**config.mk**
```make
export PLATFORM = sky130hd
export DESIGN_NAME = inst_prefetch_queue
export DESIGN_NICKNAME = d
export VERILOG_FILES = /design/src/rtl/inst_prefetch_queue.sv
export SDC_FILE = /design/constraint.sdc
export NUM_CORES = 1
export LEC_CHECK = 0
export CORE_MARGIN = 2
export CORE_UTILIZATION = 45
export DETAILED_ROUTE_END_ITERATION = 6
export GPL_TIMING_DRIVEN = 0
export PLACE_DENSITY = 0.76
export SYNTH_ARGS = -nofsm -noshare
export SYNTH_HDL_FRONTEND = slang
export SYNTH_SLANG_ARGS = --single-unit
export TNS_END_PERCENT = 20
```
**constraint.sdc**
```tcl
create_clock -name clk -period 4.3 [get_ports clk]
set_input_delay 1.075 -clock clk [delete_from_list [all_inputs] [get_ports clk]]
set_output_delay 1.075 -clock clk [all_outputs]
set_load 0.02 [all_outputs]
```
**src/rtl/inst_prefetch_queue.sv**
```systemverilog
// Instruction prefetch queue between fetch and decode: DEPTH-entry circular buffer of {pc, inst}.
// Latency: an entry pushed at edge N is visible on out_* after edge N; there is no bypass when empty.
// Backpressure: in_ready low when full (fetch freezes); out_valid low when empty; flush empties in one cycle.
//
// Ports:
//   clk, rst              rising-edge clock, asynchronous active-low reset
//   flush                 discard every buffered entry (taken branch); overrides push/pop
//   in_valid/in_pc/in_inst/in_ready     fetch side, push = in_valid & in_ready
//   out_valid/out_pc/out_inst/out_ready decode side, pop = out_valid & out_ready
//   count                 number of stored entries (0..DEPTH)
module inst_prefetch_queue #(
  parameter int ADDR_W = 32,
  parameter int INST_W = 32,
  parameter int DEPTH  = 4
) (
  input  logic                       clk,
  input  logic                       rst,
  input  logic                       flush,
  input  logic                       in_valid,
  input  logic [ADDR_W-1:0]          in_pc,
  input  logic [INST_W-1:0]          in_inst,
  output logic                       in_ready,
  output logic                       out_valid,
  output logic [ADDR_W-1:0]          out_pc,
  output logic [INST_W-1:0]          out_inst,
  input  logic                       out_ready,
  output logic [$clog2(DEPTH):0]     count
);

  localparam int PW = $clog2(DEPTH);
  localparam int CW = PW + 1;

  typedef struct packed {
    logic [ADDR_W-1:0] pc;
    logic [INST_W-1:0] inst;
  } entry_t;

  entry_t          mem [DEPTH];
  logic [PW-1:0]   wr_ptr;
  logic [PW-1:0]   rd_ptr;
  logic [CW-1:0]   cnt;
  logic            push;
  logic            pop;
  entry_t          head;

  // Handshake flags are purely functions of the stored count, so there is
  // no combinational path from in_valid or out_ready back to either.
  assign in_ready  = (cnt != CW'(DEPTH));
  assign out_valid = (cnt != '0);
  assign count     = cnt;

  assign push = in_valid & in_ready;
  assign pop  = out_valid & out_ready;

  // Gate the head entry so decode never sees stale storage contents.
  assign head     = mem[rd_ptr];
  assign out_pc   = out_valid ? head.pc   : '0;
  assign out_inst = out_valid ? head.inst : '0;

  // Pointer and occupancy state. Flush wins over any push/pop in the same
  // cycle, so the wrong-path entry fetch presents alongside flush is dropped.
  always_ff @(posedge clk or negedge rst) begin
    if (!rst) begin
      wr_ptr <= '0;
      rd_ptr <= '0;
      cnt    <= '0;
    end else if (flush) begin
      wr_ptr <= '0;
      rd_ptr <= '0;
      cnt    <= '0;
    end else begin
      if (push) wr_ptr <= wr_ptr + PW'(1);
      if (pop)  rd_ptr <= rd_ptr + PW'(1);
      case ({push, pop})
        2'b10:   cnt <= cnt + CW'(1);
        2'b01:   cnt <= cnt - CW'(1);
        default: cnt <= cnt;
      endcase
    end
  end

  // Storage needs no reset: out_* are masked while the queue is empty.
  always_ff @(posedge clk) begin
    if (push && !flush) begin
      mem[wr_ptr] <= '{pc: in_pc, inst: in_inst};
    end
  end

endmodule
```
# Yosys cells after proc, flatten, opt, wreduce, memory -nomap -nowiden
# Memory sizes are Yosys's and may differ from the RTL's.
# Cells that the tools add are included.
# Widths: inputs -> output; s select.
# classes
n_addsub	4
n_mux	10
mul	0
div	0
n_eq_ne	3
n_reduce_logical	6
n_lt_le_gt_ge	0
n_shift	0
n_bitwise	2
# ops
cell	count
$mux 32	2
$mux 2	4
$pmux 3 s2	1
$reduce_bool 3->1	2
$add 2x1->2 const B	2
$reduce_bool 2->1	2
$add 3x1->3 const B	1
$mux 3	1
$ne 3x3->1 const B	1
$sub 3x1->3 const B	1
$and 1x1->1	2
$eq 2x1->1 const B	1
$eq 2x2->1 const B	1
$mux 1	2
$logic_and 1x1->1	1
$logic_not 1->1	1
# word_totals
romBits	0
mem_count	1
word_cells	29
latch_bits	0
ramBits	256
out_inout_bits	69
register_bits	7
input_bits	69
# memory_table
memory	words	width	rd	rd_ports_with_merged_regs	write_ports	line_no	rtl
mem	4	64	1	0	1	38	entry_t mem [DEPTH];

# Longest topological paths before layout
# Gate-level depths: netlist (run 1).
# depth
word_depth	5
depth_mapped	7
ltp_nobuf	6

# Worst setup path before layout (run 1)
# No wires, ideal clock.
# synth_timing
kind	input to register
start	input port in_valid
end	memory mem[0][0] in the netlist's numbering (enable)
n_path_buf	1
arrival_ns	3.262
path_slack_ns	0.609
required_ns	3.871
cell_stages	4
setup_ns	0.429
path_cell_list	clkbuf_1 -> inv_1 -> nor3_1 -> and2_1
# synth_between
elab_chain_cells	4
# synth_rtl
item	line_no	rtl
from (decl)	19	input logic in_valid,
$and 1x1->1	52	assign push = in_valid & in_ready;
$logic_and 1x1->1	84	if (push && !flush) begin
$mux 1	84	
$mux 1 (implied by the code)	85	mem[wr_ptr] <= '{pc: in_pc, inst: in_inst};
to (decl)	38	
# No other way between the ends.

# Worst setup path after layout (run 1)
# layout_timing
start	register cnt[0], in the netlist count[0]
end	output port out_pc[10]
# layout_between
elab_chain_cells	2
# layout_rtl
item	line_no	rtl
from (decl)	41	logic [CW-1:0] cnt;
from (signal assigned)	75	2'b10: cnt <= cnt + CW'(1);
from (signal assigned)	76	2'b01: cnt <= cnt - CW'(1);
from (signal assigned)	77	default: cnt <= cnt;
$reduce_bool 3->1	49	assign out_valid = (cnt != '0);
$mux 32	57	assign out_pc = out_valid ? head.pc : '0;
to (decl)	24	output logic [ADDR_W-1:0] out_pc,
# No other way between the ends.

==> results of run 1 <==
-- sequential cells by signal, summed over array words and instances, names as in the netlist --
register  cells
rd_ptr        2
wr_ptr        2
count         3
mem         256
-- layer usage --
layer | wire length (um) | share of wire [%] | up-vias
met5 | 0 | 0 | -
met4 | 302 | 1.6 | 0
met3 | 918 | 4.7 | 28
met2 | 10080 | 52 | 151
met1 | 8065 | 42 | 2624
li1 | - | - | 2259
-- layout make-up --
cell class / instances / area (um2)
clock inverters: 10 / 82.58
plain buffers: 27 / 157.7
fillers: 1660 / 9599
clock buffers: 40 / 784.5
inverters: 5 / 18.77
repair buffers: 140 / 1441
flip-flops and latches: 263 / 7863
multi-input cells: 178 / 2200
well taps: 285 / 356.6
-- path summary, 6_finish.rpt --
check	startpoint	end	slack, ps	cells past startpoint
hold / removal	wr_ptr[0]	wr_ptr[0]	610	2
setup / recovery	count[0]	out_pc[10]	220	5
hold reg to reg	wr_ptr[0]	wr_ptr[0]	610	2
setup reg to reg	count[1]	mem[3][24]	1730	5
max in group asynchronous	rst	wr_ptr[1]	3210	1
min in group asynchronous	rst	rd_ptr[0]	810	1
-- cell usage after synthesis, types with 2 or more instances --
master	count	area [um2]
a21oi_1	6	30.03
and2_1	69	431.7
buf_2	9	45.04
buf_4	2	15.01
buf_6	5	56.30
clkbuf_1	10	37.54
dfrtp_1	7	175.2
edfxtp_1	256	7687
ha_1	4	50.05
inv_1	5	18.77
mux4_2	64	1441
nand2b_1	4	25.02
nand3_1	3	15.01
nand3b_1	2	15.01
nor2_1	5	18.77
nor3b_1	2	15.01
o21ai_0	2	10.01
o22ai_1	2	12.51
or3_1	2	12.51
xor2_1	2	17.52
-- power groups by stage --
stage / registers, mW / clock network (mW) / logic (mW)
finish: 2.95 / 2.23 / 1.53
global route: 2.95 / 2.38 / 1.64
CTS: 2.95 / 2.28 / 1.56
detailed placement: 3.00 / 0 / 1.55
global placement: 3.00 / 0 / 1.52
floorplan: 3.00 / 0 / 0.883
-- logic make-up after synthesis --
family	Yosys count
flops	263
simple gates	89
mux	64
buf+inv	32
compound gates	17
fa+ha+maj	5
xor+xnor	3
-- per-stage QoR --
stage | power, mW | TNS [ps] | setup slack [ps]
after floorplan | 3.885 | 0 | 609.2
after CTS | 6.786 | 0 | 143.5
after global routing | 6.966 | 0 | 26.13
after global placement | 4.519 | -287530 | -1136
after detailed placement | 4.551 | 0 | 494.8
final | 6.703 | 0 | 221.6
-- worst register-to-register path: cells and delay by family, from the launching register on --
| kind | cells | cell delay [ps] |
|---|---|---|
| DFF | 1 | 430 |
| buffers and inverters | 2 | 670 |
| and+or+nand+nor | 3 | 1140 |
==> results by group, run 1 <==
Floorplan
  – Core Area: 22,500 um2
  – Die width: 154.8 um
  – Die height: about 150 um
  – Starting Density: 45.45%
  – Die area: roughly 24,000 um2
  – Rows: 55
  – I/O pin count: 138

Power
  – Combinational power share: 22.8%
  – Net Sw Power: 1.699 mW
  – Peak supply drop: 0.2626 mV
  – Pwr dens: roughly 520 nW/um2
  – Sw frac: roughly a quarter
  – Clk pwr share: 33.2%
  – Leakage: 4.139 nW
  – Share of power burned in registers: 44.0%
  – Internal Power: 5.003 mW

Clock tree
  – TritonCTS Buffers: 27
  – Clock-pin slew on the worst setup and hold paths: 60 ps
  – CTS max path bufs: 3
  – Clk_lat worst skew: 530 ps
  – Post-CTS Hold Buffers: 0
  – CTS H-tree lvls: 1
  – Number of setup buffers added after CTS: 0
  – CTS tree: done
  – Root Buffer: clkbuf_16
  – Clock sinks: about 260
  – Post_cts resized: 0

Critical path
  – Buffers and inverters on the worst path: 3
  – Setup CP Type: reg2out
  – Crit-path max cell delay: 620 ps
  – Worst-path fanout max: 10
  – Critical-path cell list: or3_1, clkbuf_1, clkbuf_1, and2_1, clkdlybuf4s50_1
  – Setup crit end kind: primary output
  – Worst path most repeated cell: clkbuf_1
  – CP Data Arrival Time: 3000 ps
  – Startpoint Class: register
  – Worst Path Required: 3220 ps
  – Slowest CP cell: clkdlybuf4s50_1
  – Top delay family on crit path: buffers and inverters

Finish
  – Most common cell after layout, fill and taps aside: edfxtp_1
  – Fin cells: 948
  – Fin nets: 716
  – Cell area after layout: approximately 13,000 um2
  – Area growth from synthesis to layout: 26.15%
  – Layout cells sized above 1: a little under a fifth
  – Final Core Density: 57.34%
  – Ant. Diodes: 0
  – Most frequent cells in the layout: 256 x edfxtp_1, 136 x clkdlybuf4s50_1, 65 x and2_1

Hold path
  – Worst Hold Class: reg2reg

Synth
  – Post-synth EDFFs: 256
  – Mux contribution to synthesized area: 14.09%
  – Adder-cell share of the synthesized area: 0.6850%
  – Syn Inst Count: roughly 470
  – Ys Warns: 0
  – Largest family of logic cells by synthesized area: multiplexers
  – Cell Area, Synth: 10,230 um2
  – Synth Area in Compound Gates: between 1 and 1.5%
  – Mapped Avg Cell Area: 21.62 um2
  – Number of distinct library cells after synthesis: 32
  – Syn Nets: 547
  – Sequential element share of the synthesized area: 76.87%
  – Synth Area in Simple Gates: 5.321%
  – Top_reg_cell synth: edfxtp_1
  – Async set-or-reset flop fraction in the synthesized netlist: 2.662%
  – Seq cells post-synth: around 260
  – XOR/XNOR Fraction of Synth Area: less than 1%

Routing
  – Via density: between 5 and 6
  – Drt wl/cell: approximately 20 um
  – DRT iter0 DRCs: 262
  – # DRC: 0
  – Via count: about 5,100
  – Antenna viol nets, final: 0
  – Wirelength, routed: 19,370 um
  – TritonRoute pass-1 iters: 4

Global routing
  – GR Util met1: around a fifth
  – M3 GR Usage: 2.942%
  – Busiest grt layer: met2
  – GRT overflow: 0
  – First-pass GRT wire length: 29,740 um
  – Largest net degree at the start of global routing: 35
  – Met2 usage in global routing: around 29%
  – Vias in the first global route: ~5,500
  – Initial antenna violation count: 0
  – GRT Util Overall: 16.07%

STA
  – Relative slew margins: approximately half
  – Final number of hold-violating endpoints: 0
  – Max Fclk: 0.2452 GHz
  – Clock skew: about 25 ps
  – Setup-violating endpoint count in the final report: 0
  – Fin crit share: between 90% and 100%
  – RSZ-0062 raised after global routing: no
  – Tmin final: ~4000 ps
  – Fin Hold WS: 608.9 ps
  – Slew @ Worst Pin: between 700 and 800 ps
  – Final slew viol count: 0

Placed design
  – DP HPWL: 12,120 um
  – GPL Wtd Cong: approximately 0.81
  – Placed insts: 898
  – Port Buffer Count: 136
  – Placed inst area: approximately 12,000 um2

Job
  – Maximum capacitance violations: 0

Outcome
  – Status: complete, no violations
(Power assumes the default switching activity.)
==> run 2: changes to the inputs <==
Settings changed: CORE_UTILIZATION 45 to 55, PLACE_DENSITY 0.76 to 0.89.
==> results by group, run 2 (synthesis gave the netlist of run 1 again) <==
Clock tree
  – Clk_lat worst skew: ~520 ps
  – CTS H-tree lvls: 1
  – CTS tree: done
  – Clock sinks: 263
  – Clock-pin slew on the worst setup and hold paths: 60 ps
  – Post_cts resized: 0
  – Root Buffer: clkbuf_16
  – Number of setup buffers added after CTS: 0
  – CTS max path bufs: 3
  – Post-CTS Hold Buffers: 0
  – TritonCTS Buffers: 25

Critical path
  – Buffers and inverters on the worst path: 3
  – Worst Path Required: ~3200 ps
  – Critical-path cell list: or3_1, clkbuf_1, clkbuf_1, and2_1, clkdlybuf4s50_1
  – Setup CP Type: reg2out
  – Worst path most repeated cell: clkbuf_1
  – Worst-path fanout max: 10
  – Setup crit end kind: primary output
  – CP Data Arrival Time: 2900 ps
  – Startpoint Class: register
  – Slowest CP cell: clkdlybuf4s50_1
  – Top delay family on crit path: buffers and inverters
  – Crit-path max cell delay: 610 ps

Floorplan
  – Starting Density: 56.55%
  – I/O pin count: about 140
  – Die area: 19,700 um2
  – Die width: 140.4 um
  – Rows: 49
  – Die height: about 140 um
  – Core Area: 18,090 um2

Finish
  – Max FFs per register: ~260
  – Fin nets: 714
  – Final Core Density: slightly above 70%
  – Ant. Diodes: 0
  – Top reg by flops: mem
  – Layout cells sized above 1: about a fifth
  – Area growth from synthesis to layout: 25.58%
  – Most common cell after layout, fill and taps aside: edfxtp_1
  – Most frequent cells in the layout: 256 x edfxtp_1, 136 x clkdlybuf4s50_1, 65 x and2_1

STA
  – Clock skew: 6.667 ps
  – Final slew viol count: 0
  – RSZ-0062 raised after global routing: no
  – Relative slew margins: 59.45%
  – Max Fclk: roughly 0.25 GHz
  – Fin crit share: 92.51%
  – Tmin final: 3978 ps
  – Slew @ Worst Pin: 608.3 ps
  – Final number of hold-violating endpoints: 0
  – Setup slack after layout: 322.1 ps
  – Setup-violating endpoint count in the final report: 0

Routing
  – Via count: 5,107
  – DRT iter0 DRCs: about 300
  – Antenna viol nets, final: 0
  – Via density: between 5 and 6
  – TritonRoute pass-1 iters: 4
  – # DRC: 0
  – Wirelength, routed: 20,060 um
  – Drt wl/cell: roughly 23 um

Global routing
  – Largest net degree at the start of global routing: 37
  – First-pass GRT wire length: 30,670 um
  – Initial antenna violation count: 0
  – GRT Util Overall: 20.49%
  – GRT overflow: 0
  – Vias in the first global route: 5,417

Placed design
  – GPL Wtd Cong: approximately 0.81
  – Port Buffer Count: 136
  – DP HPWL: 12,620 um
  – DP Worst Slack: ~440 ps

Power
  – Design Power: 6.777 mW
  – Pwr dens: between 500 and 600 nW/um2
  – Leakage: ~4.1 nW
  – Peak supply drop: between 0.4 and 0.5 mV

Outcome
  – Status: complete, no violations

Hold path
  – Worst Hold Class: reg2reg

Job
  – Maximum capacitance violations: 0
run 2: cell count changes in the layout (fill, tap and decap cells not counted):
cell,previous run,this run
bufinv_16,1,4
clkbuf_1,17,11
clkbuf_16,27,25
clkbuf_8,6,4
clkinv_1,4,1
clkinv_2,2,6
clkinvlp_4,1,3
inv_6,1,2
inv_8,1,0
run 2: layout make-up:
cell class              count  area (um2)
repair buffers            140        1441
fillers                  1046        5241
clock inverters            16       193.9
well taps                 229       286.5
multi-input cells         178        2200
flip-flops and latches    263        7863
plain buffers              27       157.7
clock buffers              30       684.4
inverters                   5       18.77
run 2: power by group:
group          total (mW)  switching [mW]  internal [mW]
registers            2.95          0.0333           2.91
logic                1.54           0.771          0.765
clock network        2.29           0.914           1.38
run 2: per-layer routing:
metal	global-route usage (%)	routed length (um)	up-vias
met1	25.87	7661	2636
met5	0	0	-
li1	-	-	2246
met3	2.940	1079	35
met4	5.529	418	0
met2	37.46	10900	190
run 2: worst paths after layout:
kind | endpoint | depth (start not counted) | slack [ps] | startpoint
max in group asynchronous | count[0] | 1 | 3200 | rst
worst min-delay path | wr_ptr[0] | 2 | 600 | wr_ptr[0]
worst min register to register | wr_ptr[0] | 2 | 600 | wr_ptr[0]
min in group asynchronous | count[1] | 1 | 830 | rst
worst max register to register | mem[3][61] | 5 | 1720 | count[1]
worst max-delay path | out_inst[21] | 5 | 320 | count[0]
run 2: worst min-delay path, delay by kind of cell, from the launching register on:
| kind | cells | cell delay, ps |
|---|---|---|
| compound gates | 2 | 140 |
| flops | 1 | 410 |
run 2: per-stage QoR:
stage	instances	TNS, ps	cell area (um2)	hold slack [ps]
after floorplan	473	0	10230	557.3
after global placement	838	-263360	11880	566.5
after detailed placement	842	0	11970	593.0
after CTS	888	0	12840	600.0
after global routing	888	0	12840	645.1
final	888	0	12840	599.0
